$ cat src/rtl/sm4_pkg.sv
// Shared SM4 definitions: round count, controller state encoding, S-box and
// the round transforms used by the datapath.
package sm4_pkg;

    localparam int NUM_ROUNDS = 32;

    // Controller states, kept as plain constants for legacy compatibility
    localparam logic [1:0] ST_IDLE = 2'd0;
    localparam logic [1:0] ST_RUN  = 2'd1;
    localparam logic [1:0] ST_DONE = 2'd2;

    // SM4 S-box, entry 0 first
    localparam logic [0:255][7:0] SBOX = {
        8'hd6, 8'h90, 8'he9, 8'hfe, 8'hcc, 8'he1, 8'h3d, 8'hb7, 8'h16, 8'hb6, 8'h14, 8'hc2, 8'h28, 8'hfb, 8'h2c, 8'h05,
        8'h2b, 8'h67, 8'h9a, 8'h76, 8'h2a, 8'hbe, 8'h04, 8'hc3, 8'haa, 8'h44, 8'h13, 8'h26, 8'h49, 8'h86, 8'h06, 8'h99,
        8'h9c, 8'h42, 8'h50, 8'hf4, 8'h91, 8'hef, 8'h98, 8'h7a, 8'h33, 8'h54, 8'h0b, 8'h43, 8'hed, 8'hcf, 8'hac, 8'h62,
        8'he4, 8'hb3, 8'h1c, 8'ha9, 8'hc9, 8'h08, 8'he8, 8'h95, 8'h80, 8'hdf, 8'h94, 8'hfa, 8'h75, 8'h8f, 8'h3f, 8'ha6,
        8'h47, 8'h07, 8'ha7, 8'hfc, 8'hf3, 8'h73, 8'h17, 8'hba, 8'h83, 8'h59, 8'h3c, 8'h19, 8'he6, 8'h85, 8'h4f, 8'ha8,
        8'h68, 8'h6b, 8'h81, 8'hb2, 8'h71, 8'h64, 8'hda, 8'h8b, 8'hf8, 8'heb, 8'h0f, 8'h4b, 8'h70, 8'h56, 8'h9d, 8'h35,
        8'h1e, 8'h24, 8'h0e, 8'h5e, 8'h63, 8'h58, 8'hd1, 8'ha2, 8'h25, 8'h22, 8'h7c, 8'h3b, 8'h01, 8'h21, 8'h78, 8'h87,
        8'hd4, 8'h00, 8'h46, 8'h57, 8'h9f, 8'hd3, 8'h27, 8'h52, 8'h4c, 8'h36, 8'h02, 8'he7, 8'ha0, 8'hc4, 8'hc8, 8'h9e,
        8'hea, 8'hbf, 8'h8a, 8'hd2, 8'h40, 8'hc7, 8'h38, 8'hb5, 8'ha3, 8'hf7, 8'hf2, 8'hce, 8'hf9, 8'h61, 8'h15, 8'ha1,
        8'he0, 8'hae, 8'h5d, 8'ha4, 8'h9b, 8'h34, 8'h1a, 8'h55, 8'had, 8'h93, 8'h32, 8'h30, 8'hf5, 8'h8c, 8'hb1, 8'he3,
        8'h1d, 8'hf6, 8'he2, 8'h2e, 8'h82, 8'h66, 8'hca, 8'h60, 8'hc0, 8'h29, 8'h23, 8'hab, 8'h0d, 8'h53, 8'h4e, 8'h6f,
        8'hd5, 8'hdb, 8'h37, 8'h45, 8'hde, 8'hfd, 8'h8e, 8'h2f, 8'h03, 8'hff, 8'h6a, 8'h72, 8'h6d, 8'h6c, 8'h5b, 8'h51,
        8'h8d, 8'h1b, 8'haf, 8'h92, 8'hbb, 8'hdd, 8'hbc, 8'h7f, 8'h11, 8'hd9, 8'h5c, 8'h41, 8'h1f, 8'h10, 8'h5a, 8'hd8,
        8'h0a, 8'hc1, 8'h31, 8'h88, 8'ha5, 8'hcd, 8'h7b, 8'hbd, 8'h2d, 8'h74, 8'hd0, 8'h12, 8'hb8, 8'he5, 8'hb4, 8'hb0,
        8'h89, 8'h69, 8'h97, 8'h4a, 8'h0c, 8'h96, 8'h77, 8'h7e, 8'h65, 8'hb9, 8'hf1, 8'h09, 8'hc5, 8'h6e, 8'hc6, 8'h84,
        8'h18, 8'hf0, 8'h7d, 8'hec, 8'h3a, 8'hdc, 8'h4d, 8'h20, 8'h79, 8'hee, 8'h5f, 8'h3e, 8'hd7, 8'hcb, 8'h39, 8'h48
    };

    // Non-linear byte substitution tau
    function automatic logic [31:0] sm4_tau(input logic [31:0] a);
        return {SBOX[a[31:24]], SBOX[a[23:16]], SBOX[a[15:8]], SBOX[a[7:0]]};
    endfunction

    // Linear diffusion L: B ^ B<<<2 ^ B<<<10 ^ B<<<18 ^ B<<<24
    function automatic logic [31:0] sm4_l(input logic [31:0] b);
        return b ^ {b[29:0], b[31:30]} ^ {b[21:0], b[31:22]}
                 ^ {b[13:0], b[31:14]} ^ {b[7:0], b[31:8]};
    endfunction

endpackage

$ cat src/rtl/one_round_for_encdec.sv
// Combinational SM4 round shared by encryption and decryption; direction is
// decided purely by which round key the controller feeds in.
module one_round_for_encdec
    import sm4_pkg::*;
(
    input  logic [127:0] state_in,
    input  logic [31:0]  rk,
    output logic [127:0] state_out
);

    logic [31:0] x0, x1, x2, x3, t;

    assign {x0, x1, x2, x3} = state_in;
    assign t                = x1 ^ x2 ^ x3 ^ rk;
    assign state_out        = {x1, x2, x3, x0 ^ sm4_l(sm4_tau(t))};

endmodule

$ cat src/rtl/sm4_iter_ctrl.sv
// Iterative SM4 block controller: one round per clock over 32 cycles, with
// an on-chip 32-entry round-key file writable only while idle.
// Optional macro SM4_CTRL_PERF_CNT_EN adds a saturating completed-block
// counter on output port blk_cnt.
module sm4_iter_ctrl #(
    parameter int NUM_ROUNDS = sm4_pkg::NUM_ROUNDS
) (
    input  logic         clk,
    input  logic         rst,
    input  logic         in_valid,
    output logic         in_ready,
    input  logic [127:0] in_data,
    input  logic         in_decrypt,
    output logic         out_valid,
    input  logic         out_ready,
    output logic [127:0] out_data,
    input  logic         rk_we,
    input  logic [4:0]   rk_addr,
    input  logic [31:0]  rk_wdata,
`ifdef SM4_CTRL_PERF_CNT_EN
    output logic [31:0]  blk_cnt,
`endif
    output logic         busy
);
    import sm4_pkg::*;

    localparam logic [4:0] LAST = 5'(NUM_ROUNDS - 1);

    logic [1:0]   fsm;
    logic [127:0] st;
    logic [127:0] st_nxt;
    logic [4:0]   cnt;
    logic         dec;
    logic [4:0]   rk_idx;
    logic [31:0]  rk_mem [NUM_ROUNDS];

    assign in_ready  = (fsm == ST_IDLE);
    assign out_valid = (fsm == ST_DONE);
    assign busy      = (fsm != ST_IDLE);

    // Final state is X32..X35; the cipher output is those words reversed
    assign out_data = {st[31:0], st[63:32], st[95:64], st[127:96]};

    // Decryption walks the same key file backwards
    assign rk_idx = dec ? (LAST - cnt) : cnt;

    one_round_for_encdec u_round (
        .state_in  (st),
        .rk        (rk_mem[rk_idx]),
        .state_out (st_nxt)
    );

    // Control FSM plus state/counter registers
    always_ff @(posedge clk or posedge rst) begin
        if (rst) begin
            fsm <= ST_IDLE;
            st  <= '0;
            cnt <= '0;
            dec <= 1'b0;
        end else begin
            case (fsm)
                ST_IDLE: begin
                    if (in_valid) begin
                        st  <= in_data;
                        dec <= in_decrypt;
                        cnt <= '0;
                        fsm <= ST_RUN;
                    end
                end
                ST_RUN: begin
                    st  <= st_nxt;
                    cnt <= cnt + 5'd1;
                    if (cnt == LAST) fsm <= ST_DONE;
                end
                ST_DONE: begin
                    if (out_ready) fsm <= ST_IDLE;
                end
                default: fsm <= ST_IDLE;
            endcase
        end
    end

    // Round-key file; writes are only honoured while idle so a block in
    // flight always sees a consistent key schedule
    always_ff @(posedge clk or posedge rst) begin
        if (rst) begin
            for (int i = 0; i < NUM_ROUNDS; i++) rk_mem[i] <= '0;
        end else if (rk_we && fsm == ST_IDLE) begin
            rk_mem[rk_addr] <= rk_wdata;
        end
    end

`ifdef SM4_CTRL_PERF_CNT_EN
    // Completed-block counter, saturating
    always_ff @(posedge clk or posedge rst) begin
        if (rst) begin
            blk_cnt <= '0;
        end else if (out_valid && out_ready && blk_cnt != 32'hFFFF_FFFF) begin
            blk_cnt <= blk_cnt + 32'd1;
        end
    end
`endif

endmodule
$ cat config.mk
export PLATFORM = sky130hd
export DESIGN_NAME = sm4_iter_ctrl
export DESIGN_NICKNAME = d
export VERILOG_FILES = /design/src/rtl/sm4_pkg.sv /design/src/rtl/one_round_for_encdec.sv /design/src/rtl/sm4_iter_ctrl.sv
export SDC_FILE = /design/constraint.sdc
export NUM_CORES = 2
export LEC_CHECK = 0
export ABC_AREA = 1
export CAP_MARGIN = 20
export CORE_UTILIZATION = 36
export DETAILED_ROUTE_END_ITERATION = 6
export DONT_BUFFER_PORTS = 1
export PLACE_DENSITY = 0.49
export SYNTH_ARGS = -nofsm -noshare
export SYNTH_HDL_FRONTEND = slang
export SYNTH_SLANG_ARGS = --single-unit
$ cat constraint.sdc
create_clock -name clk -period 42.1 [get_ports clk]
set_clock_uncertainty 0.1 [all_clocks]
set_input_delay 4.21 -clock clk [delete_from_list [all_inputs] [get_ports clk]]
set_output_delay 4.21 -clock clk [all_outputs]
set_load 0.01 [all_outputs]
# Word level (Yosys, flattened, before mapping)
# Memories as Yosys holds them, arrays and structs flattened.
# Cells that the tools add are included.
# Widths: inputs -> output; s select.
# word_totals
elab_cells	100
mem_bits_ro	8192
ff_bits	1160
inputBits	171
memories	4
# classes
reduce_logical	8
n_lt_le_gt_ge	7
n_bitwise	14
n_eq_ne	6
add_sub_neg	2
mux	23
# mem_list
memory	depth	width	rd	rd_ports_with_merged_regs	write_ports	line_no	text
(no name shown)	256	8	1	0	0	sm4_pkg.sv:34	return {SBOX[a[31:24]], SBOX[a[23:16]], SBOX[a[15:8]], SBOX[a[7:0]]};
(no name shown)	256	8	1	0	0	sm4_pkg.sv:34	
(no name shown)	256	8	1	0	0	sm4_pkg.sv:34	
(no name shown)	256	8	1	0	0	sm4_pkg.sv:34	
# op_table
operator	n
$bwmux 1024	1
$pmux 128 s2	1
$xor 32x32->32	8
$bmux 32 s5	1
$demux 32 s5	1
$mux 128	1
$mux 32	3
$mux 8	8
$ge 9x9->1 const B	4
$not 8->9	4
$ge 6x6->1 const B	2
$not 5->6	2
$mux 5	2
$pmux 5 s2	1
$lt 6x1->1 const B	1
$mux 2	3
$pmux 2 s3	1
$add 5x1->5 const B	1
$eq 5x5->1 const B	1
$sub 5x5->5 const A	1
$ne 2x2->1 const B	2
$reduce_and 2->1	2
$reduce_bool 2->1	2
$reduce_and 3->1	1
5 further kinds	6

# Depth between registers and ports, before layout
# logic_depth
word_depth	17
ltp_mapped	36

# Cells and area by module
# Synthesis repeated with hierarchy kept, for this count alone.
# unflattened
hier_cells	11355
area_unflattened_um2	74426.4
# by_module_without_submodules
mod	cells_each	instances	area_per_inst_um2
sm4_iter_ctrl	7505	1	56550.5
one_round_for_encdec	3850	1	17875.9

# Worst setup path after synthesis
# Ideal clock, no wire load.
# synth_path
path_type	input port to flip-flop
from	in rk_addr[4]
to	reg rk_mem[10] (netlist bit)
t_required_ns	41.867
stages	7
arrival_ns	5.571
path_slack_ns	36.296
setup_ns	0.133
path_cell_list	clkbuf_1 > clkinv_1 > nor3_1 > nand2_1 > clkbuf_1 > nand2_1 > o21ai_0
# synth_via
elab_chain_cells	6
elab_cells_between_ends	7
cone_classes	order compare: 2; mux: 3; bitwise: 1; reduce/logical: 1
# synth_rtl
item	line_no	text
from (decl)	sm4_iter_ctrl.sv:18	input logic [4:0] rk_addr,
$not 5->6 (not written as such) (*)	sm4_iter_ctrl.sv:89	rk_mem[rk_addr] <= rk_wdata;
$ge 6x6->1 (not written as such) / $lt 6x1->1 (equally long branches)	sm4_iter_ctrl.sv:89	
$logic_and 1x1->1 (not written as such)	sm4_iter_ctrl.sv:89	
$mux 32 (not written as such)	sm4_iter_ctrl.sv:89	
$demux 32 s5 (*)	sm4_iter_ctrl.sv:89	
$bwmux 1024 (*)	sm4_iter_ctrl.sv:89	
to (signal, indexed assignment)	sm4_iter_ctrl.sv:89	
to (decl)	sm4_iter_ctrl.sv:35	logic [31:0] rk_mem [NUM_ROUNDS];
# Mark *: on every way between the ends. The rest lies on a longest branch, timed or not.
# A chain may end at the register's enable or synchronous reset.

# Worst setup path in the final report
# layout_path
from	reg dec
to	reg st[14]
# layout_via
elab_chain_cells	16
elab_cells_between_ends	28
cone_classes	mux: 13; bitwise: 11; memory: 4
# layout_rtl
item	line_no	text
from (decl)	sm4_iter_ctrl.sv:33	logic dec;
from (signal assigned)	sm4_iter_ctrl.sv:65	dec <= in_decrypt;
$mux 5 (*)	sm4_iter_ctrl.sv:45	assign rk_idx = dec ? (LAST - cnt) : cnt;
$not 5->6 (not written as such) (*)	sm4_iter_ctrl.sv:49	.rk (rk_mem[rk_idx]),
$bmux 32 s5 (*)	sm4_iter_ctrl.sv:49	
$mux 32 (not written as such) (*) (2 in series)	sm4_iter_ctrl.sv:49	
$xor 32x32->32 (*)	one_round_for_encdec.sv:14	assign t = x1 ^ x2 ^ x3 ^ rk;
$not 8->9 (not written as such)	sm4_pkg.sv:34	
$mem_v2 256x8	-	
$mux 8 (not written as such) (2 in series)	sm4_pkg.sv:34	
$xor 32x32->32 (2 in series)	sm4_pkg.sv:39	return b ^ {b[29:0], b[31:30]} ^ {b[21:0], b[31:22]}
$xor 32x32->32	sm4_pkg.sv:40	^ {b[13:0], b[31:14]} ^ {b[7:0], b[31:8]};
$xor 32x32->32 (*)	sm4_pkg.sv:40	
$xor 32x32->32 (*)	one_round_for_encdec.sv:15	assign state_out = {x1, x2, x3, x0 ^ sm4_l(sm4_tau(t))};
$pmux 128 s2 (*)	sm4_iter_ctrl.sv:61	case (fsm)
to (signal assigned)	sm4_iter_ctrl.sv:64	st <= in_data;
to (signal assigned)	sm4_iter_ctrl.sv:71	st <= st_nxt;
to (decl)	sm4_iter_ctrl.sv:30	logic [127:0] st;
# Mark *: on every way between the ends. The rest lies on a longest branch, timed or not. The select of a mux whose other input is x is not followed.

==> impl_metrics.csv <==
group,metric,value,unit
status,status,"finished, violations left",
status,violations,"design-rule violations",
logic_synthesis,synth_cells,10200,
clock_network,cts_buffer_depth,3,
timing,period_share,19.7,%
timing,setup_viol,0,
logic_synthesis,synth_xor_area_share,1.07,%
timing,final_hold_viol_count,0,
clock_network,cts.reportedPaths.clkPinSlew,0.06,ns
clock_network,cts_root_buf,"clkbuf_16",
logic_synthesis,synth_compound_area_share,11.5,%
cells_and_area,syn_to_final_growth,7.58,%
global_routing,grt.total_usage,32.1,%
timing,final.setup.tns,0,ns
worst_hold_path,hold_end,"rk_mem[102]",
cells_and_area,finalNetCount,9893,
logic_synthesis,syn_avg_cell_area,6.86,um2
detailed_routing,detail_route.wl_per_cell,26.3,um
logic_synthesis,synth-simple-area-share,38.1,%
floorplanning,die_area,0.197,mm2
worst_hold_path,min_from,"rk_mem[102]",
critical_path,end_kind,"register",
global_routing,grt_max_degree,157,
logic_synthesis,yosys-top-cells-count,"nand2_1 (3,604), nand3_1 (2,238), dfrtp_1 (1,160)",
floorplanning,fp-row-count,161,
clock_network,clock-sinks,1160,
logic_synthesis,ys.flop_type,"dfrtp_1",
timing,slew_headroom,21.1,%
timing,maxSlewViolCount,0,
critical_path,r2r_cells,24,
logic_synthesis,synth_fp_nets,10400,
worst_hold_path,hold_depth,2,
logic_synthesis,async_flop_share,100,%
detailed_routing,via_per_inst,5.83,
global_routing,grt_pass1_vias,66600,
critical_path,critPathMaxFanout,156,
logic_synthesis,synth_area,0.0702,mm2
logic_synthesis,synth_edf_count,0,
placement,dp_hpwl,199000,um
detailed_routing,drtIter0Drc,9413,
placement,port_buffers,0,
logic_synthesis,synthAdderAreaFrac,0.517,%
logic_synthesis,synth.yosys.seq_area_share,41.4,%
detailed_routing,vias,71900,
floorplanning,fp.dieW,443,um
timing,fin_crit,8.29,ns
clock_network,cts_tree,"done",
global_routing,grt_overflow,0,
flow_run,max_cap_violations,0,
logic_synthesis,synth_top_area_share,41.4,%
detailed_routing,antenna_left,0,
logic_synthesis,synth_cell_types,43,
floorplanning,start_util,36.4,%
clock_network,post-cts-setup-buffer-count,0,
logic_synthesis,synth_top_family_by_area,"simple AND/OR/NAND/NOR gates",
logic_synthesis,yosysMostFrequentCell,"nand2_1",
detailed_routing,routed_wl,324000,um
clock_network,cts_hold_buf,0,
timing,max_freq,121,MHz
timing,rsz0062_at_grt,"false",
floorplanning,io_pins,302,
clock_network,htree_levels,4,
detailed_routing,firstDrtPassIters,7,
logic_synthesis,synth-seq-cells,1160,
placement,gp_congestion,1.06,
cells_and_area,drive_gt1_share,5.32,%
floorplanning,core,0.193,mm2
critical_path,regToRegStartpoint,"dec",
critical_path,worstPathArrival,8.91,ns
critical_path,crit_path_start_kind,"register",
clock_network,clkLatencyLatePin,0.82,ns
worst_hold_path,worst_hold_path_type,"reg -> reg",
logic_synthesis,synth_warnings,0,
timing,worst_pin_slew,1.18,ns
detailed_routing,drcViolationCount,1,
clock_network,cts_buffers,139,
critical_path,worstReg2RegEnd,"st[14]",
critical_path,path_class,"reg -> reg",
clock_network,ctsResizeCount,0,
logic_synthesis,synthMuxAreaShare,0.0143,%
logic_synthesis,synthTopCellsByArea,"dfrtp_1 (41%), nand2_1 (19%), nand3_1 (16%)",
critical_path,cp_data_required_time,42.72,ns
logic_synthesis,synth_top_area_cell,"dfrtp_1",
critical_path,reg2reg_slack,33.81,ns
floorplanning,fp.dieH,443,um
global_routing,grt_pass1_wl,473000,um
global_routing,antenna_found_initial,20,
## worst max-delay path, cell delays in order, from the launching register on
cell	delay, ns
dfrtp_1	0.76
nand2_1	0.33
nand2_8	0.55
buf_12	0.58
buf_4	0.70
nand2_1	0.11
nand3_1	0.10
nand3_1	0.07
nand3_1	0.12
nand3_1	0.37
nand3_1	0.56
nand2_2	0.62
nand2_1	0.75
nand3_1	0.34
nand3_1	0.21
nand3_1	0.18
nand3_1	0.15
nand3_1	0.18
nand2_1	0.27
inv_2	0.06
nand2_1	0.09
nand2_1	0.09
nand3_1	0.09
nand3_1	0.32
nand2_1	0.16
## flip-flops by register name (all words and copies together) (netlist names)
signal  flops
cnt         5
dec         1
fsm         2
rk_mem   1024
st        128
## kinds of logic after synthesis
kind of cell             after synthesis
buffers and inverters               1165
multiplexers                           1
adder cells (fa/ha/maj)               29
flip-flops                          1160
AO/OA/AOI/OAI                       1538
XOR/XNOR                              79
AND/OR/NAND/NOR                     6253
## cell type report
class	count	area [um2]
clock inverters	42	534
diodes	13	32.5
well taps	2526	3160
repair buffers	124	1090
multi-input cells	7900	36200
inverters	368	1400
clock buffers	205	4040
fillers	20700	117000
flip-flops and latches	1160	29000
## routing by layer
layer  wire length [um]  track usage, %
met3              26700            6.36
met1             137000            43.1
met2             143000            48.9
met5                 10               0
met4              17800            16.3
## cells in the final DEF, fill, tap and decap left out, types with 7 or more instances in the layout
| cell | n |
|---|---|
| clkbuf_1 | 37 |
| inv_2 | 50 |
| buf_4 | 108 |
| nand2_4 | 31 |
| clkbuf_16 | 141 |
| or2_1 | 8 |
| nand3_2 | 8 |
| clkbuf_8 | 27 |
| buf_12 | 7 |
| nor2_2 | 8 |
| ha_1 | 29 |
| nand4_1 | 27 |
| nand3_1 | 2238 |
| clkinv_2 | 22 |
| nand2_2 | 60 |
| nor2_1 | 267 |
| a21oi_1 | 161 |
| o211ai_1 | 29 |
| inv_6 | 7 |
| o21ai_1 | 52 |
| nand3b_1 | 14 |
| dfrtp_1 | 1160 |
| nand2_1 | 3573 |
| diode_2 | 13 |
| o21ai_0 | 1151 |
| xnor2_1 | 28 |
| xor2_1 | 40 |
| a32o_1 | 23 |
| inv_1 | 311 |
| o22ai_1 | 108 |
## through the flow
| stage | cells | cell area, um2 | hold slack [ns] | worst slack (ns) | utilization [%] |
|---|---|---|---|---|---|
| floorplan | 10200 | 70200 | 0.345 | 5.12 | - |
| global placement | 12100 | 70700 | 0.361 | 33.76 | 36.7 |
| detailed placement | 12100 | 70700 | 0.367 | 33.72 | 36.7 |
| CTS | 12300 | 75300 | 0.381 | 34.09 | 39.0 |
| global route | 12300 | 75500 | 0.393 | 33.61 | 39.1 |
| finish | 12300 | 75500 | 0.377 | 33.81 | 39.1 |
## worst max-delay path by stage
stage | start | to | slack (ns) | cells after the start
after global routing | dec | st[14] | 33.61 | 24
final | dec | st[14] | 33.81 | 24
after global placement | rst | rk_mem[334] | 33.76 | 5
after CTS | dec | st[14] | 34.09 | 24
after floorplan | rst | cnt[0] | 5.12 | 1
after detailed placement | rst | rk_mem[12] | 33.72 | 5
Power is left out: the tool's default activity adds up to more than one toggle a clock period on the data nets, which glitch-free logic cannot reach.
